===== config.mk =====
export PLATFORM = sky130hd
export DESIGN_NAME = if_fetch_flat
export DESIGN_NICKNAME = d
export VERILOG_FILES = /design/src/rtl/if_fetch_if.sv /design/src/rtl/if_fetch.sv /design/src/flat_wrapper.sv
export SDC_FILE = /design/constraint.sdc
export NUM_CORES = 1
export LEC_CHECK = 0
export BUFFER_PORTS_ARGS = -buffer_cell sky130_fd_sc_hd__buf_2
export CORE_AREA = 2 2 96 144
export CTS_CLUSTER_DIAMETER = 80
export DETAILED_ROUTE_END_ITERATION = 7
export DIE_AREA = 0 0 98 146
export PLACE_DENSITY_LB_ADDON = 0.05
export SLEW_MARGIN = 10
export SYNTH_ARGS = -nofsm -noshare
export SYNTH_HDL_FRONTEND = slang
export SYNTH_SLANG_ARGS = --single-unit

===== constraint.sdc =====
create_clock -name clk_i -period 2.77 [get_ports clk_i]
set_clock_uncertainty 0.15 [all_clocks]
set_input_delay 0.554 -clock clk_i [delete_from_list [all_inputs] [get_ports clk_i]]
set_output_delay 0.554 -clock clk_i [all_outputs]
set_load 0.05 [all_outputs]

===== src/rtl/if_fetch_if.sv =====
// rtl/if_fetch_if.sv - instruction SRAM-like request/response bus between fetch and memory
interface if_fetch_if;
  logic        inst_req_o;
  logic [31:0] inst_addr_o;
  logic        inst_addr_ok_i;
  logic        inst_data_ok_i;
  logic [31:0] inst_rdata_i;

  modport master (
    output inst_req_o,
    output inst_addr_o,
    input  inst_addr_ok_i,
    input  inst_data_ok_i,
    input  inst_rdata_i
  );

  modport slave (
    input  inst_req_o,
    input  inst_addr_o,
    output inst_addr_ok_i,
    output inst_data_ok_i,
    output inst_rdata_i
  );
endinterface


===== src/rtl/if_fetch.sv =====
// rtl/if_fetch.sv - instruction fetch stage with single outstanding request, stall buffer and redirects
module if_fetch (
  input  logic        clk_i,
  input  logic        rst_i,
  input  logic        stall_i,
  input  logic        flush_i,
  input  logic [31:0] flush_pc_i,
  input  logic        branch_i,
  input  logic [31:0] branch_target_i,
  if_fetch_if.master  bus,
  output logic [31:0] pc_o,
  output logic [31:0] pcplus4_o,
  output logic [31:0] instr_o,
  output logic [7:0]  except_o,
  output logic        is_in_delayslot_o,
  output logic        stall_req_o
);

  typedef enum logic [1:0] {S_REQ, S_WAIT, S_HOLD, S_CANCEL} state_t;

  localparam logic [31:0] RESET_PC = 32'hBFC0_0000;

  state_t      r_state;
  logic [31:0] r_pc;
  logic [31:0] r_buf;
  logic [31:0] r_target;
  logic        r_ds_pending;
  logic        r_redirect_pending;

  logic        w_misaligned;
  logic        w_req;
  logic        w_addr_hs;
  logic        w_fetch_valid;
  logic        w_deliver;
  logic        w_consume;
  logic [31:0] w_pcplus4;
  logic [31:0] w_next_pc;

  // A misaligned PC never reaches memory; it is delivered at once as an address-error bubble.
  assign w_misaligned  = (r_pc[1:0] != 2'b00);
  // Gating with rst_i keeps the request low while reset is held, so memory never sees a stale fetch.
  assign w_req         = (r_state == S_REQ) & ~w_misaligned & rst_i;
  assign w_addr_hs     = w_req & bus.inst_addr_ok_i;
  assign w_fetch_valid = ((r_state == S_WAIT) & bus.inst_data_ok_i)
                       | (r_state == S_HOLD)
                       | ((r_state == S_REQ) & w_misaligned);
  assign w_deliver     = w_fetch_valid & ~flush_i & rst_i;
  assign w_consume     = w_deliver & ~stall_i;
  assign w_pcplus4     = r_pc + 32'd4;
  // A branch resolving this cycle wins over an older stored redirect.
  assign w_next_pc     = branch_i           ? branch_target_i :
                         r_redirect_pending ? r_target        : w_pcplus4;

  assign bus.inst_req_o  = w_req;
  assign bus.inst_addr_o = r_pc;

  assign pc_o              = w_deliver ? r_pc : 32'd0;
  assign pcplus4_o         = w_deliver ? w_pcplus4 : 32'd0;
  assign instr_o           = !w_deliver                ? 32'd0 :
                             (r_state == S_HOLD)       ? r_buf :
                             w_misaligned              ? 32'd0 : bus.inst_rdata_i;
  assign except_o          = (w_deliver & w_misaligned) ? 8'h80 : 8'h00;
  // Whatever sits in fetch when ID resolves a branch is that branch's delay slot.
  assign is_in_delayslot_o = w_deliver & (r_ds_pending | branch_i);
  assign stall_req_o       = ~w_fetch_valid;

  // Fetch FSM: request, wait for data, hold under stall, cancel a request killed by flush.
  always_ff @(posedge clk_i or negedge rst_i) begin
    if (!rst_i) begin
      r_state            <= S_REQ;
      r_pc               <= RESET_PC;
      r_buf              <= 32'd0;
      r_target           <= 32'd0;
      r_ds_pending       <= 1'b0;
      r_redirect_pending <= 1'b0;
    end else if (flush_i) begin
      r_pc               <= flush_pc_i;
      r_ds_pending       <= 1'b0;
      r_redirect_pending <= 1'b0;
      case (r_state)
        // An accepted or in-flight request still owes us a data beat that must be dropped.
        S_REQ:    r_state <= w_addr_hs ? S_CANCEL : S_REQ;
        S_WAIT:   r_state <= bus.inst_data_ok_i ? S_REQ : S_CANCEL;
        S_HOLD:   r_state <= S_REQ;
        S_CANCEL: r_state <= bus.inst_data_ok_i ? S_REQ : S_CANCEL;
        default:  r_state <= S_REQ;
      endcase
    end else if (w_consume) begin
      r_pc               <= w_next_pc;
      r_ds_pending       <= 1'b0;
      r_redirect_pending <= 1'b0;
      r_state            <= S_REQ;
    end else begin
      if (branch_i) begin
        r_ds_pending       <= 1'b1;
        r_redirect_pending <= 1'b1;
        r_target           <= branch_target_i;
      end
      case (r_state)
        S_REQ: begin
          if (w_addr_hs) r_state <= S_WAIT;
        end
        S_WAIT: begin
          // Data arriving while stalled is parked so the bus is free for nothing else to clobber it.
          if (bus.inst_data_ok_i) begin
            r_buf   <= bus.inst_rdata_i;
            r_state <= S_HOLD;
          end
        end
        S_HOLD:   r_state <= S_HOLD;
        S_CANCEL: begin
          if (bus.inst_data_ok_i) r_state <= S_REQ;
        end
        default:  r_state <= S_REQ;
      endcase
    end
  end

endmodule


===== src/flat_wrapper.sv =====
// flat-port wrapper written by rule: the top's interface ports become plain ports
module if_fetch_flat 
  (clk_i, rst_i, stall_i, flush_i, flush_pc_i, branch_i, branch_target_i, pc_o, pcplus4_o, instr_o, except_o, is_in_delayslot_o, stall_req_o, bus_inst_req_o, bus_inst_addr_o, bus_inst_addr_ok_i, bus_inst_data_ok_i, bus_inst_rdata_i);
  if_fetch_if bus_i ();
  input  logic clk_i;
  input  logic rst_i;
  input  logic stall_i;
  input  logic flush_i;
  input  logic [31:0] flush_pc_i;
  input  logic branch_i;
  input  logic [31:0] branch_target_i;
  output logic [31:0] pc_o;
  output logic [31:0] pcplus4_o;
  output logic [31:0] instr_o;
  output logic [7:0] except_o;
  output logic is_in_delayslot_o;
  output logic stall_req_o;
  output wire logic [$bits(bus_i.inst_req_o)-1:0] bus_inst_req_o;
  output wire logic [$bits(bus_i.inst_addr_o)-1:0] bus_inst_addr_o;
  input wire logic [$bits(bus_i.inst_addr_ok_i)-1:0] bus_inst_addr_ok_i;
  input wire logic [$bits(bus_i.inst_data_ok_i)-1:0] bus_inst_data_ok_i;
  input wire logic [$bits(bus_i.inst_rdata_i)-1:0] bus_inst_rdata_i;
  assign bus_inst_req_o = bus_i.inst_req_o;
  assign bus_inst_addr_o = bus_i.inst_addr_o;
  assign bus_i.inst_addr_ok_i = bus_inst_addr_ok_i;
  assign bus_i.inst_data_ok_i = bus_inst_data_ok_i;
  assign bus_i.inst_rdata_i = bus_inst_rdata_i;
  if_fetch u_core (.clk_i(clk_i), .rst_i(rst_i), .stall_i(stall_i), .flush_i(flush_i), .flush_pc_i(flush_pc_i), .branch_i(branch_i), .branch_target_i(branch_target_i), .bus(bus_i), .pc_o(pc_o), .pcplus4_o(pcplus4_o), .instr_o(instr_o), .except_o(except_o), .is_in_delayslot_o(is_in_delayslot_o), .stall_req_o(stall_req_o));
endmodule

# == Yosys cells after proc, flatten, opt, wreduce, memory -nomap -nowiden ==
# Index checks and enable logic that the tools add are counted.
# word_totals
ff_bits,99
input_bits,103
out_inout_bits,139
word_cells,60
# classes
add_sub_neg,1
n_eq_ne,6
mux,22
n_bitwise,18
n_reduce_logical,8
# ops
op,count
32-bit 2-to-1 mux,9
32-bit by 3-bit adder with 32-bit output (second input constant),1
2-bit 2-to-1 mux,7
1-bit bitwise AND,10
8-bit 2-to-1 mux,1
4-bit by 3-bit != test with 1-bit output (second input constant),2
2-bit one-hot mux with 4 select lines,1
2-bit one-hot mux with 3 select lines,1
3-bit AND reduction,2
1-bit inverter,5
2-bit == test (second input constant),2
4-bit by 2-bit != test with 1-bit output (second input constant),1
4-bit AND reduction,1
2-bit nonzero test,2
1-bit 2-to-1 mux,3
1-bit OR,3
3-bit nonzero test,1
2-bit by 1-bit == test with 1-bit output (second input constant),1
2-bit logical NOT,1
2-bit OR reduction,1

# == Logic depth before layout (Yosys ltp) ==
# depth
depth_word,9
depth_mapped,10
ltp_nobuf,7

# == Least setup slack after synthesis ==
# OpenSTA, ideal clock, no wires.
# synth_timing
kind,flip-flop to output port
startpoint,reg u_core.r_pc[4] (netlist: u_core.bus.inst_addr_o[4])
endpoint,out pcplus4_o[23]
arrival_ps,2725
required_ps,2066
slack_ps,-659
stages_incl_launch_ff,8
n_path_buf,2
cell_sequence,dfrtp_1 -> buf_2 -> nand4_2 -> buf_1 -> nor4_2 -> nand3_1 -> xor2_1 -> nor2_1
# synth_via
elab_chain_cells,2
# synth_rtl
element,line,rtl
start: declaration,if_fetch.sv:24,logic [31:0] r_pc;
start signal: assignment,if_fetch.sv:77,r_pc <= flush_pc_i;
start signal: assignment,if_fetch.sv:89,r_pc <= w_next_pc;
32-bit by 3-bit adder with 32-bit output,if_fetch.sv:49,assign w_pcplus4 = r_pc + 32'd4;
32-bit 2-to-1 mux,if_fetch.sv:58,assign pcplus4_o = w_deliver ? w_pcplus4 : 32'd0;
end: declaration,flat_wrapper.sv:13,output logic [31:0] pcplus4_o;
# Every way passes these cells.

# == Final worst setup path ==
# layout_timing
startpoint,reg u_core.r_pc[23] (netlist: u_core.bus.inst_addr_o[23])
endpoint,out pcplus4_o[30]
# Same word-level chain as after synthesis.

==> results.cfg <==
[run_status]
status = finished with violations
violations = negative setup slack

[setup_path]
cp_max_fo = 6
cp-start-kind = register
crit_buf_inv = 3
slowest_stage = dfstp_2
worstSetupPathType = reg2out
r2r_slack_ns = -0.01
r2r-start = u_core.r_state[0]$_DFFE_PN0P_
worst-r2r-cell-count = 10
worst_setup_path_end_kind = output pin
cpLargestDelayFamily = simple AND/OR/NAND/NOR gates
worstPathRequired_ns = 2.07
cp.arrival_ns = 2.21
cpPeakStageDelay_ns = 0.54
cp_cell_sequence = nand2_2 > buf_6 > nor4_4 > buf_4 > nand4_1 > xor2_2 > nor2_4 > buf_8
reg2reg_to = u_core.r_buf[12]$_DFFE_PN0P_

[cells_and_area]
area_growth_syn_to_layout_pct = 67.1
multi_input_area_um2 = 4420
final_cell_mix = 135 x buf_2, 81 x buf_4, 70 x dfrtp_1
seq_area_um2 = 2510
fill_cells = 754
layout-drive-gt1-share_pct = 63.4
fin_nets = 1088
final_common_cell = buf_2
n_antenna_cell = 0
design_area_um2 = 10600

[timing]
hold_violations = 0
report.final.setup_viol = 82
report.final.slew_viol_count = 0
finalWorstSetupSlack_ns = -0.145
post-route-min-period_ns = 2.92
relSlewSlack_pct = 52.1
rsz0062_at_grt = yes
worst_pin_slew_ns = 0.715
fmax_mhz = 343
period_share_pct = 105

[route]
vias_per_cell = 6.25
first_iter_violations = 558
post-route-drc-count = 0
ant_nets = 0
via_count = 7144
routedWlPerCell_um = 23.5
routed_wl_um = 26800
first_pass_iters = 5

[clock_network]
cts_buffers = 9
cts_tree = yes
insertion_delay_ns = 0.35
cts.clk_slew.worst_paths_ns = 0.07
clk_path_buf_depth = 2
holdBufCountCts = 0
cts-root-buf = clkbuf_16
cts_htree_levels = 3
cts_sinks = 99

[die]
die-area_um2 = 14300
die_x_um = 98
die_h_um = 146
start_util_pct = 49.1
ioPinCount = 242
fp.coreArea_um2 = 13000
rows = 51

[logic_synthesis]
post-synth-top-area-cell = dfrtp_1
synth_edf_count = 0
ys_types = 66
ys_top_cells_by_area = dfrtp_1 35%, mux2_2 11%, nor2_1 5.6%
syn_area_um2 = 6360
synthCells = 686
ys_warn_count = 0
async_reset_ff_share_pct = 100
ys_ff_latch = 99
seq_area_frac_synth_pct = 39.2
yosysTopAreaCellShare_pct = 35.4
syn_avg_cell_area_um2 = 9.27
synth-main-ff-cell = dfrtp_1

[global_routing]
gr-total-overflow = 0
grt.total_usage_pct = 30.1
antenna_found_initial = 1
grt_pass1_vias = 6901
grt_max_degree = 102
grt_pass1_wl_um = 34600

[power_and_ir_drop]
leakagePower_nw = 4.52
ir_drop_uv = 639
total_power_w = 0.0108
cellPowerDensity_nw_per_um2 = 1020

[placement]
post_dp_cell_area_um2 = 8300
hpwl_um = 15800
gp_congestion = 0.906
io_buffers = 234

[run]
cap_violations = 0

[worst_hold_path]
hold_class = in2async
==> logic make-up (layout without fill, tap and decap cells) <==
family | Yosys count | after routing | share of synthesized area, %
other cells | 1 | 7 | 0.0590
compound gates | 162 | 162 | 18.9
flops | 99 | 99 | 39.2
buf+inv | 77 | 369 | 5.20
simple gates | 245 | 245 | 19.7
xor+xnor | 28 | 28 | 3.86
mux | 68 | 68 | 12.0
fa+ha+maj | 6 | 6 | 1.18
==> worst max-delay path by stage <==
stage	start	to	depth (start not counted)
2_1_floorplan	u_core.bus.inst_addr_o[18]$_DFFE_PN0N_	pcplus4_o[26]	6
4_1_cts	u_core.bus.inst_addr_o[7]$_DFFE_PN0N_	pcplus4_o[28]	6
3_5_place_dp	u_core.bus.inst_addr_o[2]$_DFFE_PN0N_	pcplus4_o[28]	7
5_1_grt	u_core.bus.inst_addr_o[23]$_DFFE_PN1N_	pcplus4_o[30]	8
6_report	u_core.bus.inst_addr_o[23]$_DFFE_PN1N_	pcplus4_o[30]	8
3_3_place_gp	u_core.bus.inst_addr_o[2]$_DFFE_PN0N_	pcplus4_o[28]	7
==> cell usage after synthesis (8+ instances only) <==
cell type,instances
a21oi_1,13
a221oi_1,14
a22oi_1,38
and2_1,29
buf_1,12
buf_4,9
clkbuf_1,41
dfrtp_1,90
dfstp_2,9
inv_1,9
mux2_2,63
nand2_1,35
nand2b_1,10
nand3_1,21
nor2_1,95
nor3_1,11
nor4_1,8
o21ai_0,28
xnor2_1,16
xor2_1,12
==> metrics by stage <==
stage	hold slack (ns)	utilization (%)	setup TNS, ns	worst slack (ns)	std cells
after floorplan	0.108	-	-0.461	-0.0961	692
after global placement	0.319	64.0	0	0.0761	1071
after detailed placement	0.341	64.0	0	0.0562	1071
after CTS	0.198	70.9	-0.323	-0.135	1110
after global routing	0.203	82.0	-9.04	-0.219	1143
final	0.174	82.0	-3.18	-0.145	1143
==> layer usage <==
layer  global-route usage, %  vias to the layer above  share of wire, %
li1                        -                     3086                 -
met5                       0                        -             0.048
met4                    14.9                        2               5.5
met3                    4.18                      109               7.0
met2                    54.7                      457                54
met1                    33.9                     3490                33
==> report_power, final <==
group          internal (W)  total (W)  switching, W
logic               0.00276    0.00684       0.00408
registers           0.00214    0.00270      0.000566
clock network      0.000686    0.00125      0.000563
==> state kept, by name (all words and copies together), names as in the netlist <==
signal,cells
u_core.r_target,32
u_core.r_redirect_pending,1
u_core.r_buf,32
u_core.bus.inst_addr_o,32
u_core.r_state,2
==> timing repair <==
action                                  in CTS  in global routing
resized for setup                          115                290
pin swaps                                   13                 67
endpoints found under the setup margin      92                 98
buffers inserted                            22                 21
gates cloned                                 1                 12
==> final cells by class <==
type	instances	share of cell area [%]
Multi-Input combinational cell	516	41.6
Timing Repair Buffer	344	29.8
Inverter	9	0.318
Tap cell	159	1.87
Clock inverter	3	0.200
Clock buffer	13	2.54
Sequential cell	99	23.7
Power figures use the tool's default switching activity.
